### src/rtl/fft_link_host.sv
// Host-side UART link to an FFT engine: streams a sample frame out, then collects the result words.
// One transaction per i_start; result read port has 1-cycle latency; no backpressure, o_busy blocks writes/starts.
module fft_link_host #(
    parameter int FFT_SIZE      = 32,
    parameter int WORD_SIZE     = 16,
    parameter int DATA_LENGTH   = 8,
    parameter int CLOCK_PER_BIT = 434,
    parameter int TIMEOUT_CLKS  = 2**20
) (
    input  logic                         i_clk,
    input  logic                         i_rst_n,
    input  logic                         i_wr_en,
    input  logic [$clog2(FFT_SIZE)-1:0]  i_wr_addr,
    input  logic [DATA_LENGTH-1:0]       i_wr_data,
    input  logic                         i_start,
    input  logic [$clog2(FFT_SIZE)-1:0]  i_rd_addr,
    output logic [WORD_SIZE-1:0]         o_rd_data,
    output logic                         o_TX_bit,
    input  logic                         i_RX_bit,
    output logic                         o_busy,
    output logic                         o_done,
    output logic                         o_timeout_err,
    output logic                         o_frame_err
);

    localparam int AW     = $clog2(FFT_SIZE);
    localparam int NBYTES = 2 * FFT_SIZE;
    localparam int BCW    = $clog2(NBYTES);
    localparam int CW     = $clog2(CLOCK_PER_BIT + 1);
    localparam int BW     = $clog2(DATA_LENGTH + 2);
    localparam int DW     = $clog2(DATA_LENGTH);
    localparam int TW     = $clog2(TIMEOUT_CLKS + 1);

    localparam logic [CW-1:0]  BIT_LAST    = CW'(CLOCK_PER_BIT - 1);
    localparam logic [CW-1:0]  HALF_LAST   = CW'(CLOCK_PER_BIT / 2 - 1);
    localparam logic [BW-1:0]  DATA_LAST   = BW'(DATA_LENGTH);
    localparam logic [BW-1:0]  STOP_IDX    = BW'(DATA_LENGTH + 1);
    localparam logic [AW-1:0]  LAST_SAMPLE = AW'(FFT_SIZE - 1);
    localparam logic [BCW-1:0] LAST_BYTE   = BCW'(NBYTES - 1);
    localparam logic [TW-1:0]  TO_LAST     = TW'(TIMEOUT_CLKS - 1);

    typedef enum logic [2:0] {IDLE, SEND, WAIT_RX, RECV, DONE} state_t;

    state_t state, state_nxt;

    logic [DATA_LENGTH-1:0] samples [FFT_SIZE];
    logic [WORD_SIZE-1:0]   words   [FFT_SIZE];

    logic           tx_line;
    logic [CW-1:0]  tx_cnt;
    logic [BW-1:0]  tx_bit;
    logic [AW-1:0]  tx_byte;
    logic           tx_end;

    logic                   rx_s1, rx_s2, rx_prev;
    logic                   rx_active;
    logic [CW-1:0]          rx_cnt;
    logic [BW-1:0]          rx_bit;
    logic [DATA_LENGTH-1:0] rx_shift;
    logic [BCW-1:0]         rx_byte_cnt;
    logic [TW-1:0]          to_cnt;

    logic rx_en, rx_fall, rx_tick, start_ok, stop_tick, frame_bad, byte_ok, to_hit;

    assign o_TX_bit = tx_line;

    assign tx_end    = (state == SEND) && (tx_cnt == BIT_LAST) && (tx_bit == STOP_IDX)
                       && (tx_byte == LAST_SAMPLE);
    assign rx_en     = (state == WAIT_RX) || (state == RECV);
    // Edge needs a high-to-low step on the synchronized line; rx_prev resets low so a stuck-low line never starts.
    assign rx_fall   = rx_prev && !rx_s2;
    assign rx_tick   = rx_active && (rx_cnt == ((rx_bit == '0) ? HALF_LAST : BIT_LAST));
    assign start_ok  = rx_tick && (rx_bit == '0) && !rx_s2;
    assign stop_tick = rx_tick && (rx_bit == STOP_IDX);
    assign frame_bad = stop_tick && !rx_s2;
    assign byte_ok   = stop_tick && rx_s2;
    assign to_hit    = rx_en && !rx_active && !rx_fall && (to_cnt == TO_LAST);

    always_ff @(posedge i_clk) begin
        if (!i_rst_n) state <= IDLE;
        else          state <= state_nxt;
    end

    always_comb begin
        state_nxt = state;
        o_busy    = (state != IDLE);
        o_done    = 1'b0;
        case (state)
            IDLE:    if (i_start) state_nxt = SEND;
            SEND:    if (tx_end) state_nxt = WAIT_RX;
            WAIT_RX: begin
                if (to_hit)        state_nxt = IDLE;
                else if (start_ok) state_nxt = RECV;
            end
            RECV: begin
                if (to_hit || frame_bad)                          state_nxt = IDLE;
                else if (byte_ok && (rx_byte_cnt == LAST_BYTE))   state_nxt = DONE;
            end
            DONE: begin
                o_done    = 1'b1;
                state_nxt = IDLE;
            end
            default: state_nxt = IDLE;
        endcase
    end

    // Sample buffer survives reset on purpose so a frame can be resent after an abort.
    always_ff @(posedge i_clk) begin
        if (i_wr_en && (state == IDLE)) samples[i_wr_addr] <= i_wr_data;
    end

    always_ff @(posedge i_clk) begin
        if (!i_rst_n) begin
            tx_line <= 1'b1;
            tx_cnt  <= '0;
            tx_bit  <= '0;
            tx_byte <= '0;
        end else if (state == SEND) begin
            if (tx_cnt == BIT_LAST) begin
                tx_cnt <= '0;
                if (tx_bit == STOP_IDX) begin
                    tx_bit  <= '0;
                    tx_line <= (tx_byte == LAST_SAMPLE);
                    tx_byte <= tx_byte + 1'b1;
                end else begin
                    tx_bit  <= tx_bit + 1'b1;
                    tx_line <= (tx_bit == DATA_LAST) ? 1'b1 : samples[tx_byte][tx_bit[DW-1:0]];
                end
            end else begin
                tx_cnt <= tx_cnt + 1'b1;
            end
        end else begin
            tx_line <= !((state == IDLE) && i_start);
            tx_cnt  <= '0;
            tx_bit  <= '0;
            tx_byte <= '0;
        end
    end

    always_ff @(posedge i_clk) begin
        if (!i_rst_n) begin
            rx_s1       <= 1'b0;
            rx_s2       <= 1'b0;
            rx_prev     <= 1'b0;
            rx_active   <= 1'b0;
            rx_cnt      <= '0;
            rx_bit      <= '0;
            rx_shift    <= '0;
            rx_byte_cnt <= '0;
            to_cnt      <= '0;
            for (int i = 0; i < FFT_SIZE; i++) words[i] <= '0;
        end else begin
            rx_s1   <= i_RX_bit;
            rx_s2   <= rx_s1;
            rx_prev <= rx_s2;
            if (!rx_en) begin
                rx_active   <= 1'b0;
                rx_cnt      <= '0;
                rx_bit      <= '0;
                rx_byte_cnt <= '0;
                to_cnt      <= '0;
            end else if (!rx_active) begin
                rx_cnt <= '0;
                rx_bit <= '0;
                if (rx_fall) begin
                    rx_active <= 1'b1;
                    to_cnt    <= '0;
                end else begin
                    to_cnt <= to_cnt + 1'b1;
                end
            end else if (rx_tick) begin
                rx_cnt <= '0;
                if (rx_bit == '0) begin
                    // A high start sample is a glitch: drop it and wait for the next edge.
                    if (rx_s2) rx_active <= 1'b0;
                    else       rx_bit    <= 1'b1;
                end else if (rx_bit == STOP_IDX) begin
                    rx_active <= 1'b0;
                    rx_bit    <= '0;
                    if (rx_s2) begin
                        if (rx_byte_cnt[0])
                            words[rx_byte_cnt[BCW-1:1]][DATA_LENGTH +: DATA_LENGTH] <= rx_shift;
                        else
                            words[rx_byte_cnt[BCW-1:1]][0 +: DATA_LENGTH] <= rx_shift;
                        rx_byte_cnt <= rx_byte_cnt + 1'b1;
                    end
                end else begin
                    rx_shift <= {rx_s2, rx_shift[DATA_LENGTH-1:1]};
                    rx_bit   <= rx_bit + 1'b1;
                end
            end else begin
                rx_cnt <= rx_cnt + 1'b1;
            end
        end
    end

    always_ff @(posedge i_clk) begin
        if (!i_rst_n) begin
            o_timeout_err <= 1'b0;
            o_frame_err   <= 1'b0;
        end else if ((state == IDLE) && i_start) begin
            o_timeout_err <= 1'b0;
            o_frame_err   <= 1'b0;
        end else begin
            if (to_hit)                         o_timeout_err <= 1'b1;
            if (frame_bad && (state == RECV))   o_frame_err   <= 1'b1;
        end
    end

    always_ff @(posedge i_clk) begin
        if (!i_rst_n) o_rd_data <= '0;
        else          o_rd_data <= words[i_rd_addr];
    end

endmodule

### config.mk
export PLATFORM = sky130hd
export DESIGN_NAME = fft_link_host
export DESIGN_NICKNAME = d
export VERILOG_FILES = /design/src/rtl/fft_link_host.sv
export SDC_FILE = /design/constraint.sdc
export NUM_CORES = 1
export LEC_CHECK = 0
export ABC_AREA = 1
export CAP_MARGIN = 20
export CORE_UTILIZATION = 58
export CTS_BUF_LIST = sky130_fd_sc_hd__clkbuf_8 sky130_fd_sc_hd__clkbuf_16
export DETAILED_ROUTE_END_ITERATION = 8
export MAX_ROUTING_LAYER = met4
export PLACE_DENSITY = 0.83
export SETUP_SLACK_MARGIN = 0.05
export SYNTH_ARGS = -nofsm -noshare
export SYNTH_HDL_FRONTEND = slang
export SYNTH_SLANG_ARGS = --single-unit
export TNS_END_PERCENT = 1
### constraint.sdc
create_clock -name i_clk -period 3.05 [get_ports i_clk]
set_clock_uncertainty 0.1 [all_clocks]
set_input_delay 0.4575 -clock i_clk [delete_from_list [all_inputs] [get_ports i_clk]]
set_output_delay 0.4575 -clock i_clk [all_outputs]
set_load 0.01 [all_outputs]
# [After elaboration in Yosys (flattened, before gate mapping)]
# Memory sizes are Yosys's and may differ from the RTL's. A register that Yosys moved wholly into a read port is not among the register bits.
# Index checks and enable logic that the tools add are counted.
[op_classes] magnitude_cmp=1 n_reduce_logical=39 n_addsub=7 n_bitwise=6 muxes=52 n_eq_ne=18
[op_table] operator="two-way mux 1 bit" count=33
[op_table] operator="adder 21 x 1 -> 21 bit (second input constant)" count=1
[op_table] operator="equality test 21 x 20 -> 1 bit (second input constant)" count=1
[op_table] operator="two-way mux 21 bit" count=1
[op_table] operator="adder 9 x 1 -> 9 bit (second input constant)" count=2
[op_table] operator="two-way mux 3 bit" count=6
[op_table] operator="logical AND 1 bit" count=17
[op_table] operator="two-way mux 16 bit" count=1
[op_table] operator="two-way mux 4 bit" count=4
[op_table] operator="OR reduction 16 bit" count=1
[op_table] operator="two-way mux 5 bit" count=3
[op_table] operator="equality test 4 bit (second input constant)" count=3
[op_table] operator="case mux 3 bit (4 select lines)" count=1
[op_table] operator="AND reduction 5 bit" count=2
[op_table] operator="equality test 9 bit" count=1
[op_table] operator="equality test 9 bit (second input constant)" count=1
[op_table] operator="two-way mux 9 bit" count=1
[op_table] operator="adder 4 x 1 -> 4 bit (second input constant)" count=2
[op_table] operator="AND reduction 2 bit" count=4
[op_table] operator="adder 6 x 1 -> 6 bit (second input constant)" count=1
[op_table] operator="equality test 3 x 2 -> 1 bit (second input constant)" count=2
[op_table] operator="equality test 6 bit (second input constant)" count=1
[op_table] operator="inequality test 2 bit (second input constant)" count=3
[op_table] operator="inequality test 3 bit (second input constant)" count=2
[op_table] operator="19 further kinds" count=29
[word_totals] elab_cells=141 reg_bits=76 out_inout_bits=21 n_memories=2 ram_bits=768
[memory_table] memory="words" words=32 width=16 read_ports=1 rd_ports_with_merged_regs=1 write_ports=32 line="47" source="logic [WORD_SIZE-1:0] words [FFT_SIZE];"
[memory_table] memory="samples" words=32 width=8 read_ports=1 rd_ports_with_merged_regs=1 write_ports=1 line="46" source="logic [DATA_LENGTH-1:0] samples [FFT_SIZE];"

# [Longest topological paths before layout]
[logic_depth] ltp_word=11 depth_mapped=17 ltp_nobuf=16

# [Least setup slack after synthesis]
# No wires, ideal clock.
[synth_path] path_type="flip-flop to flip-flop" start="register rx_bit[0]" end="memory words[15][10] (enable)" slack_ns=0.363 setup_time_ns=0.329 arrival_ns=2.258 synth_period_minus_slack_ns=2.687 stages_incl_launch_ff=16 path_cell_list="dfxtp_1 -> inv_1 -> ha_1 -> nand2_1 -> nor2_1 -> inv_2 -> o21bai_2 -> nand3_1 -> nor2_2 -> inv_2 -> nor2_4 -> nand2_2 -> nor3_4 -> buf_2 -> nand2_1 -> nand2_1"
[synth_lines] element="start, declared" line="58" source="logic [BW-1:0] rx_bit;"
[synth_lines] element="start signal, assigned" line="189" source="rx_bit <= rx_bit + 1'b1;"
[synth_lines] element="end, declared" line="47"

==> metrics.md <==
| Metric | Value |
|---|---|
| Outcome | finished with violations |
| Failing checks | design-rule violations |
| Pleak | 14.2 nW |
| Port bufs | 43 |
| GPL Wtd Cong | about 0.95 |
| Die Wd | roughly 250 µm |
| Cells after synthesis | 3551 |
| DR iter-0 viols | 4547 |
| Sequential area share after synthesis | between 60% and 70% |
| Clock slew at reported path FFs | 0.06 ns |
| Placement Setup Slack | 0.0873 ns |
| Final-layout fill cell count | 4271 |
| Final worst setup slack | between 0.1 and 0.15 ns |
| Share of layout cells above drive strength 1 | 12.1% |
| Final Non-Filler Cells | 4549 |
| Peak Freq | 341 MHz |
| Worst EP required | 3.43 ns |
| Netlist Area Pre-Place | approximately 37000 µm² |
| Clk_lat worst skew | approximately 0.65 ns |
| Syn nets | ~3600 |
| I/O pin total | between 40 and 50 |
| Final Setup Violations | 0 |
| Max cap viols | 0 |
| Clock power frac | around two fifths |
| Vias per std cell | 6.17 |
| Final Hold Viols | 0 |
| Register share of total power | 52.6% |
| Switching pwr | 5.75 mW |
| Async SR Flop Fraction | 0% |
| Xor/xnor cell area share of the yosys netlist | 0.190% |
| Area grow syn2layout | 14.6% |
| Min Clock Period, post-route | 2.93 ns |
| Final hold slack | ~0.29 ns |
| Post-synth top cells | nor2_1, edfxtp_1, nand2_1 |
| Critical path peak fanout | 8 |
| Synth Area in Simple Gates | 20.0% |
| Adder-cell share of the synthesized area | 0.339% |
| Synth Flop Type | edfxtp_1 |
| Pwr dens | 604 nW/µm² |
| Yosys Warn Count | 0 |
| Clock buffer depth | 3 |
| Critical path startpoint category | flip-flop |
| Hold Buf Count CTS | 0 |
| Drc violations | 1 |
| WL final | 94.6 mm |
| Worst-Margin Slew | 0.858 ns |
| Hold Path Class | input pin to flip-flop |
| Synth Area in Compound Gates | 8.48% |
| Synth top area share | ~62% |
| Maximum VDD drop | 0.496 mV |
| Setup CP Type | flip-flop to flip-flop |
| Initial antenna violation count | 2 |
| Largest net degree at the start of global routing | 129 |
| Worst relative slew slack | 42.8% |
| Most frequent cell after synthesis | nor2_1 |
| Syn avg cell area | 10.4 µm² |
| H-tree Lvls | 3 |
| Largest family of logic cells by synthesized area | simple AND/OR/NAND/NOR gates |
| Die area | about 65000 µm² |
| Congestion Overflow GR | 0 |
| Sw Share | 22.5% |
| EDFF count, synth | 768 |
| Area contributors post-synth | edfxtp_1, nor2_1, dfxtp_1 |
| Core area | 63000 µm² |
| Yosys top cell by area | edfxtp_1 |
| Max-slew violations | 0 |
| Worst Path Arrival | 3.32 ns |
| Die Ht | 254 µm |
| Internal power | a little under 20 mW |
| RSZ-0062 raised after global routing | true |
| #FFs+latches synth | 865 |
| Multiplexer share of the synthesized area | 0% |
| FP Rows | 92 |
| Gate power share | 5.9% |
| Root cell of the clock tree | clkbuf_16 |
| Drt first pass iters | 8 |
| Synth unique cells | 39 |
| Nets@finish | 3665 |
| Final HPWL DP | 58.2 mm |
| First-pass GRT wire length | 144 mm |
| Post-route ant nets | 0 |
| Period utilisation layout | 96.2% |
| Via count | between 20000 and 30000 |
| Vias in the first global route | 26600 |
| CTS tree | done |
| Post-Place Cells | approximately 4400 |
| TritonCTS buffer count | 87 |
| Avg WL per Cell | 20.8 µm |
| CTS Sinks | 865 |
| CP endpoint kind | flip-flop |
| Final Util | 67.3% |
| GRT Overall Usage | 30.0% |
| Initial Utilization | between 50% and 60% |
[flip-flops by register name, summed over array words and instances (netlist names), named ones only]
signal and cells:
rx_bit 4, rx_cnt 9, o_frame_err 1, state 3
tx_bit 4, rx_s1 1, o_rd_data 16, words 512
tx_byte 5, rx_active 1, tx_cnt 9, o_TX_bit 1
rx_shift 8, samples 256, to_cnt 21, rx_byte_cnt 6
rx_s2 1, rx_prev 1, o_timeout_err 1
[path summary, 6_finish.rpt]
check	slack [ns]	endpoint	cells after the start	from
hold / removal	0.29	rx_s1	3	i_RX_bit
setup / recovery	0.12	words[26][5]	17	rx_bit[0]
hold reg to reg	0.35	rx_s2	2	rx_s1
setup reg to reg	0.12	words[26][5]	17	rx_bit[0]
[through the flow]
step,TNS (ns),power [mW],instance area (µm²)
final,0,25.6,42300
after global routing,-0.00580,26.2,42300
after CTS,0,25.5,42000
after detailed placement,0,15.1,39100
after global placement,0,15.1,39100
after floorplan,0,14.5,37000
[power groups by stage]
stage,Clock (mW),Sequential (mW),Combinational [mW]
floorplan,0,13.6,0.836
global placement,0,13.7,1.40
detailed placement,0,13.7,1.44
CTS,10.6,13.5,1.45
global route,11.1,13.5,1.63
finish,10.6,13.5,1.50
[area by class of cell]
class / count / area, µm² / area share [%]
diodes: 2 / 5.00 / 0.0118
flip-flops and latches: 865 / 25000 / 59.1
clock buffers: 88 / 2200 / 5.20
repair buffers: 224 / 2100 / 4.95
clock inverters: 70 / 631 / 1.49
inverters: 93 / 355 / 0.839
well taps: 846 / 1060 / 2.50
multi-input cells: 2361 / 11000 / 26.0
[metal layers]
metal	up-vias	wire length (µm)	track usage (%)
met4	0	4920	15.1
met5	-	0	-
met3	336	10600	5.12
met2	2040	45100	48.0
met1	13100	33900	37.1
li1	12600	-	-
[critical path, stage by stage, from the launching register on]
cell	delay (ns)
dfxtp_1	0.33
inv_2	0.08
ha_1	0.16
nand2_1	0.09
nor2_4	0.15
inv_2	0.08
o21bai_2	0.14
nand3_2	0.12
nor2_4	0.16
inv_2	0.07
nor2_4	0.14
nand2_4	0.11
nor3_4	0.30
buf_12	0.17
buf_8	0.18
nand2_2	0.10
buf_4	0.18
nor2_1	0.11
[cells by family (layout without fill, tap and decap cells)]
family                   Yosys count  count (layout)
AO/OA/AOI/OAI                    523             523
buffers and inverters            325             475
flip-flops                       865             865
adder cells (fa/ha/maj)           10              10
AND/OR/NAND/NOR                 1820            1820
other                              0               2
XOR/XNOR                           8               8
[cells in the final DEF (no fill, tap or decap), types with 9 or more instances in the layout]
| cell | instances |
|---|---|
| dfxtp_1 | 95 |
| o221ai_1 | 98 |
| nand2_2 | 83 |
| nand3_1 | 283 |
| inv_1 | 85 |
| clkdlybuf4s50_1 | 39 |
| buf_12 | 23 |
| buf_4 | 157 |
| nand2_4 | 18 |
| clkbuf_16 | 89 |
| o21ai_0 | 296 |
| ha_1 | 10 |
| inv_2 | 16 |
| a31oi_1 | 22 |
| nand2_1 | 451 |
| a21oi_1 | 52 |
| edfxtp_1 | 768 |
| nor3_1 | 23 |
| nor2_1 | 939 |
| o22ai_1 | 31 |
| clkinv_1 | 17 |
| bufinv_16 | 9 |
| clkinv_2 | 15 |
[what timing repair did]
item,CTS,global route
pin swaps,0,4
endpoints found under the setup margin,275,1024
resized for setup,1,90
buffers inserted,0,7
gates cloned,0,2
Note: power is estimated with default switching activity, not from simulation.
